**src/rtl/int_pkg.sv**
```systemverilog
// rtl/int_pkg.sv - shared types and constants for the interrupt controller
// Contents: state enum, intSel write codes, source count, mask reset value,
//           fixed-priority winner function (highest set index wins).
package int_pkg;

    localparam int NUM_SRC = 4;

    // Every source starts masked so nothing fires before software configures vectors.
    localparam logic [NUM_SRC-1:0] MASK_RESET = 4'hF;

    localparam logic [2:0] SEL_VEC0 = 3'd0;
    localparam logic [2:0] SEL_VEC1 = 3'd1;
    localparam logic [2:0] SEL_VEC2 = 3'd2;
    localparam logic [2:0] SEL_VEC3 = 3'd3;
    localparam logic [2:0] SEL_MASK = 3'd4;

    typedef enum logic [1:0] {
        IDLE    = 2'd0,
        REQ     = 2'd1,
        SERVICE = 2'd2
    } state_t;

    // Ascending scan so the last (highest) set bit overwrites lower ones.
    function automatic logic [1:0] pick_winner(input logic [NUM_SRC-1:0] elig);
        logic [1:0] w;
        w = 2'd0;
        for (int i = 0; i < NUM_SRC; i++) begin
            if (elig[i]) w = 2'(i);
        end
        return w;
    endfunction

endpackage

```
**src/rtl/int_controller_if.sv**
```systemverilog
// rtl/int_controller_if.sv - pin, config and datapath handshake bundle
// Signals: int0..int3 (async request pins), intWrite/intSel/intDataIn (config port),
//          intAck/intDone (datapath handshake), intr/intLvl/intVec/busy (controller outputs).
// intLvl[1] is the datapath's intLvl1 line, intLvl[0] is intLvl0.
// Modports: master = board/datapath side, slave = controller.
interface int_controller_if #(
    parameter int DATA_W = 16
);
    logic              int0;
    logic              int1;
    logic              int2;
    logic              int3;
    logic              intWrite;
    logic [2:0]        intSel;
    logic [DATA_W-1:0] intDataIn;
    logic              intAck;
    logic              intDone;
    logic              intr;
    logic [1:0]        intLvl;
    logic [DATA_W-1:0] intVec;
    logic              busy;

    modport master (
        output int0, int1, int2, int3,
        output intWrite, intSel, intDataIn,
        output intAck, intDone,
        input  intr, intLvl, intVec, busy
    );

    modport slave (
        input  int0, int1, int2, int3,
        input  intWrite, intSel, intDataIn,
        input  intAck, intDone,
        output intr, intLvl, intVec, busy
    );
endinterface

```
**src/rtl/int_sync_edge.sv**
```systemverilog
// rtl/int_sync_edge.sv - multi-flop synchroniser followed by a rising-edge detector
// Ports: clk, rst_n (async active-low), din (asynchronous pin), rise (one-cycle pulse
//        on a synchronised 0->1 transition).
module int_sync_edge #(
    parameter int SYNC_STAGES = 2
) (
    input  logic clk,
    input  logic rst_n,
    input  logic din,
    output logic rise
);

    logic [SYNC_STAGES-1:0] sync_q, sync_d;
    logic                   prev_q, prev_d;

    always_comb begin
        sync_d = {sync_q[SYNC_STAGES-2:0], din};
        prev_d = sync_q[SYNC_STAGES-1];
    end

    always_ff @(posedge clk or negedge rst_n) begin
        if (!rst_n) begin
            sync_q <= '0;
            prev_q <= 1'b0;
        end else begin
            sync_q <= sync_d;
            prev_q <= prev_d;
        end
    end

    assign rise = sync_q[SYNC_STAGES-1] & ~prev_q;

endmodule

```
**src/rtl/int_controller.sv**
```systemverilog
// rtl/int_controller.sv - four-source fixed-priority interrupt controller
// Ports: CLK, Reset_n (async active-low), bus (int_controller_if.slave).
// Pins are synchronised and edge-detected into pending bits, masked, and the
// highest eligible index is granted via registered intr/intLvl/intVec, then the
// intAck / intDone handshake returns the FSM (IDLE -> REQ -> SERVICE) to IDLE.
// Build option: define INT_NEST_EN to let a higher source preempt SERVICE,
// saving the interrupted level on a 4-entry stack that intDone pops.
module int_controller
    import int_pkg::*;
#(
    parameter int                DATA_W      = 16,
    parameter int                SYNC_STAGES = 2,
    parameter logic [DATA_W-1:0] RESET_VEC   = 16'h0000
) (
    input  logic               CLK,
    input  logic               Reset_n,
    int_controller_if.slave    bus
);

    logic [NUM_SRC-1:0] pins, edges, eligible;
    logic [1:0]         winner;

    state_t             state_q, state_d;
    logic [NUM_SRC-1:0] pending_q, pending_d;
    logic [NUM_SRC-1:0] mask_q, mask_d;
    logic [DATA_W-1:0]  vec_q [NUM_SRC];
    logic [DATA_W-1:0]  vec_d [NUM_SRC];
    logic               intr_q, intr_d;
    logic [1:0]         lvl_q, lvl_d;
    logic [DATA_W-1:0]  intvec_q, intvec_d;

`ifdef INT_NEST_EN
    logic [1:0]         stk_lvl_q [4];
    logic [1:0]         stk_lvl_d [4];
    logic [DATA_W-1:0]  stk_vec_q [4];
    logic [DATA_W-1:0]  stk_vec_d [4];
    logic [2:0]         sp_q, sp_d;
    logic [1:0]         sp_top;
    logic               preempt;

    assign sp_top  = sp_q[1:0] - 2'd1;
    assign preempt = (|eligible) && (winner > lvl_q);
`endif

    assign pins = {bus.int3, bus.int2, bus.int1, bus.int0};

    for (genvar i = 0; i < NUM_SRC; i++) begin : g_sync
        int_sync_edge #(.SYNC_STAGES(SYNC_STAGES)) u_sync (
            .clk   (CLK),
            .rst_n (Reset_n),
            .din   (pins[i]),
            .rise  (edges[i])
        );
    end

    assign eligible = pending_q & ~mask_q;
    assign winner   = pick_winner(eligible);

    // State register (plus all datapath registers)
    always_ff @(posedge CLK or negedge Reset_n) begin
        if (!Reset_n) begin
            state_q   <= IDLE;
            pending_q <= '0;
            mask_q    <= MASK_RESET;
            for (int i = 0; i < NUM_SRC; i++) vec_q[i] <= RESET_VEC;
            intr_q    <= 1'b0;
            lvl_q     <= 2'd0;
            intvec_q  <= '0;
`ifdef INT_NEST_EN
            sp_q      <= 3'd0;
            for (int i = 0; i < 4; i++) begin
                stk_lvl_q[i] <= 2'd0;
                stk_vec_q[i] <= '0;
            end
`endif
        end else begin
            state_q   <= state_d;
            pending_q <= pending_d;
            mask_q    <= mask_d;
            vec_q     <= vec_d;
            intr_q    <= intr_d;
            lvl_q     <= lvl_d;
            intvec_q  <= intvec_d;
`ifdef INT_NEST_EN
            sp_q      <= sp_d;
            stk_lvl_q <= stk_lvl_d;
            stk_vec_q <= stk_vec_d;
`endif
        end
    end

    // Next-state logic
    always_comb begin
        state_d = state_q;
        case (state_q)
            IDLE:    if (|eligible) state_d = REQ;
            REQ:     if (bus.intAck) state_d = SERVICE;
            SERVICE: begin
`ifdef INT_NEST_EN
                if (bus.intDone)  state_d = (sp_q == 3'd0) ? IDLE : SERVICE;
                else if (preempt) state_d = REQ;
`else
                if (bus.intDone)  state_d = IDLE;
`endif
            end
            default: state_d = IDLE;
        endcase
    end

    // Output and datapath logic; reads only pre-write mask/vector values so a
    // config write landing with a grant does not affect that grant.
    always_comb begin
        pending_d = pending_q | edges;
        mask_d    = mask_q;
        vec_d     = vec_q;
        intr_d    = intr_q;
        lvl_d     = lvl_q;
        intvec_d  = intvec_q;
`ifdef INT_NEST_EN
        sp_d      = sp_q;
        stk_lvl_d = stk_lvl_q;
        stk_vec_d = stk_vec_q;
`endif

        if (bus.intWrite) begin
            case (bus.intSel)
                SEL_VEC0, SEL_VEC1, SEL_VEC2, SEL_VEC3: vec_d[bus.intSel[1:0]] = bus.intDataIn;
                SEL_MASK: mask_d = bus.intDataIn[NUM_SRC-1:0];
                default: ;
            endcase
        end

        case (state_q)
            IDLE: begin
                if (|eligible) begin
                    intr_d   = 1'b1;
                    lvl_d    = winner;
                    intvec_d = vec_q[winner];
                end
            end
            REQ: begin
                if (bus.intAck) begin
                    intr_d = 1'b0;
                    // A fresh edge on the granted source in the ack cycle must survive.
                    pending_d[lvl_q] = edges[lvl_q];
                end
            end
            SERVICE: begin
`ifdef INT_NEST_EN
                if (bus.intDone) begin
                    if (sp_q != 3'd0) begin
                        sp_d     = sp_q - 3'd1;
                        lvl_d    = stk_lvl_q[sp_top];
                        intvec_d = stk_vec_q[sp_top];
                    end
                end else if (preempt) begin
                    stk_lvl_d[sp_q[1:0]] = lvl_q;
                    stk_vec_d[sp_q[1:0]] = intvec_q;
                    sp_d     = sp_q + 3'd1;
                    intr_d   = 1'b1;
                    lvl_d    = winner;
                    intvec_d = vec_q[winner];
                end
`endif
            end
            default: ;
        endcase
    end

    assign bus.intr   = intr_q;
    assign bus.intLvl = lvl_q;
    assign bus.intVec = intvec_q;
    assign bus.busy   = (state_q != IDLE);

endmodule
```
**src/flat_wrapper.sv**
```systemverilog
// flat-port wrapper written by rule: the top's interface ports become plain ports
module int_controller_flat import int_pkg::*;
#(
    parameter int                DATA_W      = 16,
    parameter int                SYNC_STAGES = 2,
    parameter logic [DATA_W-1:0] RESET_VEC   = 16'h0000
)
  (CLK, Reset_n, bus_int0, bus_int1, bus_int2, bus_int3, bus_intWrite, bus_intSel, bus_intDataIn, bus_intAck, bus_intDone, bus_intr, bus_intLvl, bus_intVec, bus_busy);
  int_controller_if #(.DATA_W(DATA_W)) bus_i ();
  input  logic CLK;
  input  logic Reset_n;
  input wire logic [$bits(bus_i.int0)-1:0] bus_int0;
  input wire logic [$bits(bus_i.int1)-1:0] bus_int1;
  input wire logic [$bits(bus_i.int2)-1:0] bus_int2;
  input wire logic [$bits(bus_i.int3)-1:0] bus_int3;
  input wire logic [$bits(bus_i.intWrite)-1:0] bus_intWrite;
  input wire logic [$bits(bus_i.intSel)-1:0] bus_intSel;
  input wire logic [$bits(bus_i.intDataIn)-1:0] bus_intDataIn;
  input wire logic [$bits(bus_i.intAck)-1:0] bus_intAck;
  input wire logic [$bits(bus_i.intDone)-1:0] bus_intDone;
  output wire logic [$bits(bus_i.intr)-1:0] bus_intr;
  output wire logic [$bits(bus_i.intLvl)-1:0] bus_intLvl;
  output wire logic [$bits(bus_i.intVec)-1:0] bus_intVec;
  output wire logic [$bits(bus_i.busy)-1:0] bus_busy;
  assign bus_i.int0 = bus_int0;
  assign bus_i.int1 = bus_int1;
  assign bus_i.int2 = bus_int2;
  assign bus_i.int3 = bus_int3;
  assign bus_i.intWrite = bus_intWrite;
  assign bus_i.intSel = bus_intSel;
  assign bus_i.intDataIn = bus_intDataIn;
  assign bus_i.intAck = bus_intAck;
  assign bus_i.intDone = bus_intDone;
  assign bus_intr = bus_i.intr;
  assign bus_intLvl = bus_i.intLvl;
  assign bus_intVec = bus_i.intVec;
  assign bus_busy = bus_i.busy;
  int_controller #(.DATA_W(DATA_W), .SYNC_STAGES(SYNC_STAGES), .RESET_VEC(RESET_VEC)) u_core (.CLK(CLK), .Reset_n(Reset_n), .bus(bus_i));
endmodule
```
**config.mk**
```make
export PLATFORM = sky130hd
export DESIGN_NAME = int_controller_flat
export DESIGN_NICKNAME = d
export VERILOG_FILES = /design/src/rtl/int_pkg.sv /design/src/rtl/int_controller_if.sv /design/src/rtl/int_sync_edge.sv /design/src/rtl/int_controller.sv /design/src/flat_wrapper.sv
export SDC_FILE = /design/constraint.sdc
export NUM_CORES = 1
export LEC_CHECK = 0
export ABC_AREA = 1
export BUFFER_PORTS_ARGS = -buffer_cell sky130_fd_sc_hd__buf_2
export CAP_MARGIN = 20
export CORE_AREA = 4 4 105 126
export CTS_BUF_LIST = sky130_fd_sc_hd__clkbuf_4 sky130_fd_sc_hd__clkbuf_8 sky130_fd_sc_hd__clkbuf_16
export DETAILED_ROUTE_END_ITERATION = 8
export DIE_AREA = 0 0 109 130
export PLACE_DENSITY_LB_ADDON = 0.15
export SLEW_MARGIN = 0
export SYNTH_ARGS = -nofsm -noshare
export SYNTH_HDL_FRONTEND = slang
export SYNTH_HIERARCHICAL = 1
export SYNTH_SLANG_ARGS = --single-unit
export TNS_END_PERCENT = 50
```
**constraint.sdc**
```tcl
create_clock -name CLK -period 1.45 [get_ports CLK]
set_clock_uncertainty 0.05 [all_clocks]
set_input_delay 0.0725 -clock CLK [delete_from_list [all_inputs] [get_ports CLK]]
set_output_delay 0.0725 -clock CLK [all_outputs]
set_load 0.02 [all_outputs]
```
==> results.txt <==
outcome: complete, no violations
vias per inst: 4.54
CTS tree: built
register bit total from synthesis: 105
number of nets in the layout: 715
most common cell after layout, fill and taps aside: nand2_1
synthesized area: 4720 um2
fillers: 1188
row cnt: 44
grt total ovfl: 0
setup TNS: 0 ps
Die Y: 130 um
CP peak stage delay: 550 ps
CP required: 1640 ps
Slowest-stage cell, CP: dfstp_2
die width: 109 um
Hold Vio Cnt, Final: 0
CTS Buffer Depth: 2
DIE AREA: 14200 um2
Remaining DRCs: 0
cells after synthesis: 607
top cell type's share of synthesized area: 0.536
CP Class: flip-flop to flip-flop
Core Util, Final: 0.500
main area contributors after synthesis: dfrtp_1, nand2_1, o21ai_0
Routed Wire Length: 11.8 mm
Max Cap Viol: 0
multi-input logic area: 1760 um2
crit start category: flip-flop
Worst path most repeated cell: nand2_1
final period utilization: 0.995
Initial Util: 0.391
post-synthesis net count: 635
clk_lat worst skew: 340 ps
Yosys top cell by area: dfrtp_1
Slew Limit Headroom: 0.766
TritonRoute pass-1 iters: 4
syn_area_per_cell: 7.77 um2
CTS root buf: clkbuf_16
WP data arrival: 1630 ps
core area: 12100 um2
Layout area overhead: 27.8%
critical path fanouts, max: 7
largest net degree at the start of global routing: 33
CTS buffer count: 9
via count: 3871
Placed Cells: 815
warnings from Yosys: 6
global placer's final weighted congestion: 0.778
I/O Buffers: 47
Final Power: 11700 uW
initial antenna violation count: 0
critical path, cell by cell: inv_2, nand2_4, nand2_8, clkbuf_16, nand2_2, inv_1, nand2_1, nand2_1, nand2_1, nand2_1
f_max: 693 MHz
H-Tree Depth: 3
worst-margin pin slew: 351 ps
Slew Limit Fails: 0
number of distinct library cells after synthesis: 21
most frequent cells in the layout: nand2_1, dfrtp_1, inv_1
proportion of layout cells with a drive suffix above 1: 0.217
HPWL after detailed placement: 7.69 mm
drt wl/cell: 13.8 um
P_leak: 0.00325 uW
Sink Count: 105
PwrDens: 1930 nW/um2
Period minus WS final: 1440 ps
# IOs: 48
Post-Layout Cell Count: 853
worst hold path class: primary input to flip-flop
first-pass GRT wire length: 19.0 mm
Reg area: 2630 um2
VDD IR-drop max: 0.740 mV
crit path capture type: flip-flop
Seq/Total Area, Yosys: 0.558
Clk pin slew, worst setup/hold paths: 70 ps
RSZ-0062 raised after global routing: true
Post-DRT Antenna Nets: 0
GRT Util Overall: 0.172
1st-iter DRT viols: 209
Final Setup Violations: 0
diode count: 0
vias in the first global route: 3697
Yosys cell counts:
library cell	number
nand2_1	226
dfrtp_1	101
inv_1	96
o21ai_0	76
nor2_1	42
nand3_1	23
clkbuf_1	14
buf_2	4
dfstp_2	4
nor2_2	4
nor3_1	4
nand2_2	3
buf_4	2
buf_1	1
buf_6	1
inv_2	1
nand2_4	1
nand4_1	1
nor2_4	1
o21ai_4	1
o31ai_1	1
through the flow:
step                      hold WS [ps]  worst slack (ps)  area, um2
after floorplan                   -273             -14.9       4720
after global placement           -58.8             -5.37       5310
after detailed placement         -56.4             -11.0       5310
after CTS                        0.327             -6.98       5760
after global routing              29.2             -84.6       6030
final                             4.48              7.56       6030
routing by layer:
metal	GRT usage	vias up	part of all wire
li1	-	1992	-
met1	0.248	1797	0.49
met2	0.267	71	0.46
met3	0.0208	11	0.035
met4	0.0646	0	0.014
met5	0	-	0
registers in the layout, summed over array words and instances (netlist names):
signal                       flops
u_core/vec_q                    64
u_core/g_sync.u_sync/prev_q      4
u_core/mask_q                    4
u_core/bus.intr                  1
u_core/pending_q                 4
u_core/g_sync.u_sync/sync_q      8
u_core/state_q                   2
u_core/bus.intLvl                2
u_core/bus.intVec               16
logic make-up after synthesis:
| kind of cell | after synthesis | share of synthesized area |
|---|---|---|
| AO/OA/AOI/OAI | 78 | 0.0857 |
| buffers and inverters | 119 | 0.0989 |
| flip-flops | 105 | 0.558 |
| AND/OR/NAND/NOR | 305 | 0.257 |
area by class of cell:
class / count / area share
Clock buffer: 12 / 0.0432
Clock inverter: 4 / 0.00457
Inverter: 97 / 0.0608
Multi-Input combinational cell: 383 / 0.292
Sequential cell: 105 / 0.437
Tap cell: 161 / 0.0334
Timing Repair Buffer: 91 / 0.129
path summary, 6_finish.rpt:
path	slack (ps)	start	end	cells past startpoint
max	8	u_core/mask_q[3]	u_core/bus.intVec[9]	10
min	4	bus_intDataIn[13]	u_core/vec_q[13]	3
max reg2reg	8	u_core/mask_q[3]	u_core/bus.intVec[9]	10
min reg2reg	300	u_core/g_sync[0].u_sync/sync_q[0]	u_core/g_sync[0].u_sync/sync_q[1]	0
max in group asynchronous	680	Reset_n	u_core/pending_q[3]	3
min in group asynchronous	110	Reset_n	u_core/vec_q[49]	2
what timing repair did:
action / 4_1_cts / 5_1_grt
gates resized for setup: 3 / 59
hold buffers: 15 / 0
setup buffers: 0 / 4
cloned: 0 / 3
hold endpoints to repair: 136 / 0
setup endpoints to repair: 7 / 20
pin swaps: 0 / 24
worst max-delay path, delay by kind of cell, from the launching register on:
| family | cells | cell delay [ps] |
|---|---|---|
| buf+inv | 3 | 260 |
| simple gates | 7 | 470 |
| flops | 1 | 550 |
power breakdown:
part	switching, uW	internal, uW	total [uW]
logic	3080	2080	5160
registers	482	3670	4150
clock network	1060	1280	2340
total	4620	7030	11700
Note: power is estimated with default switching activity, not from simulation.
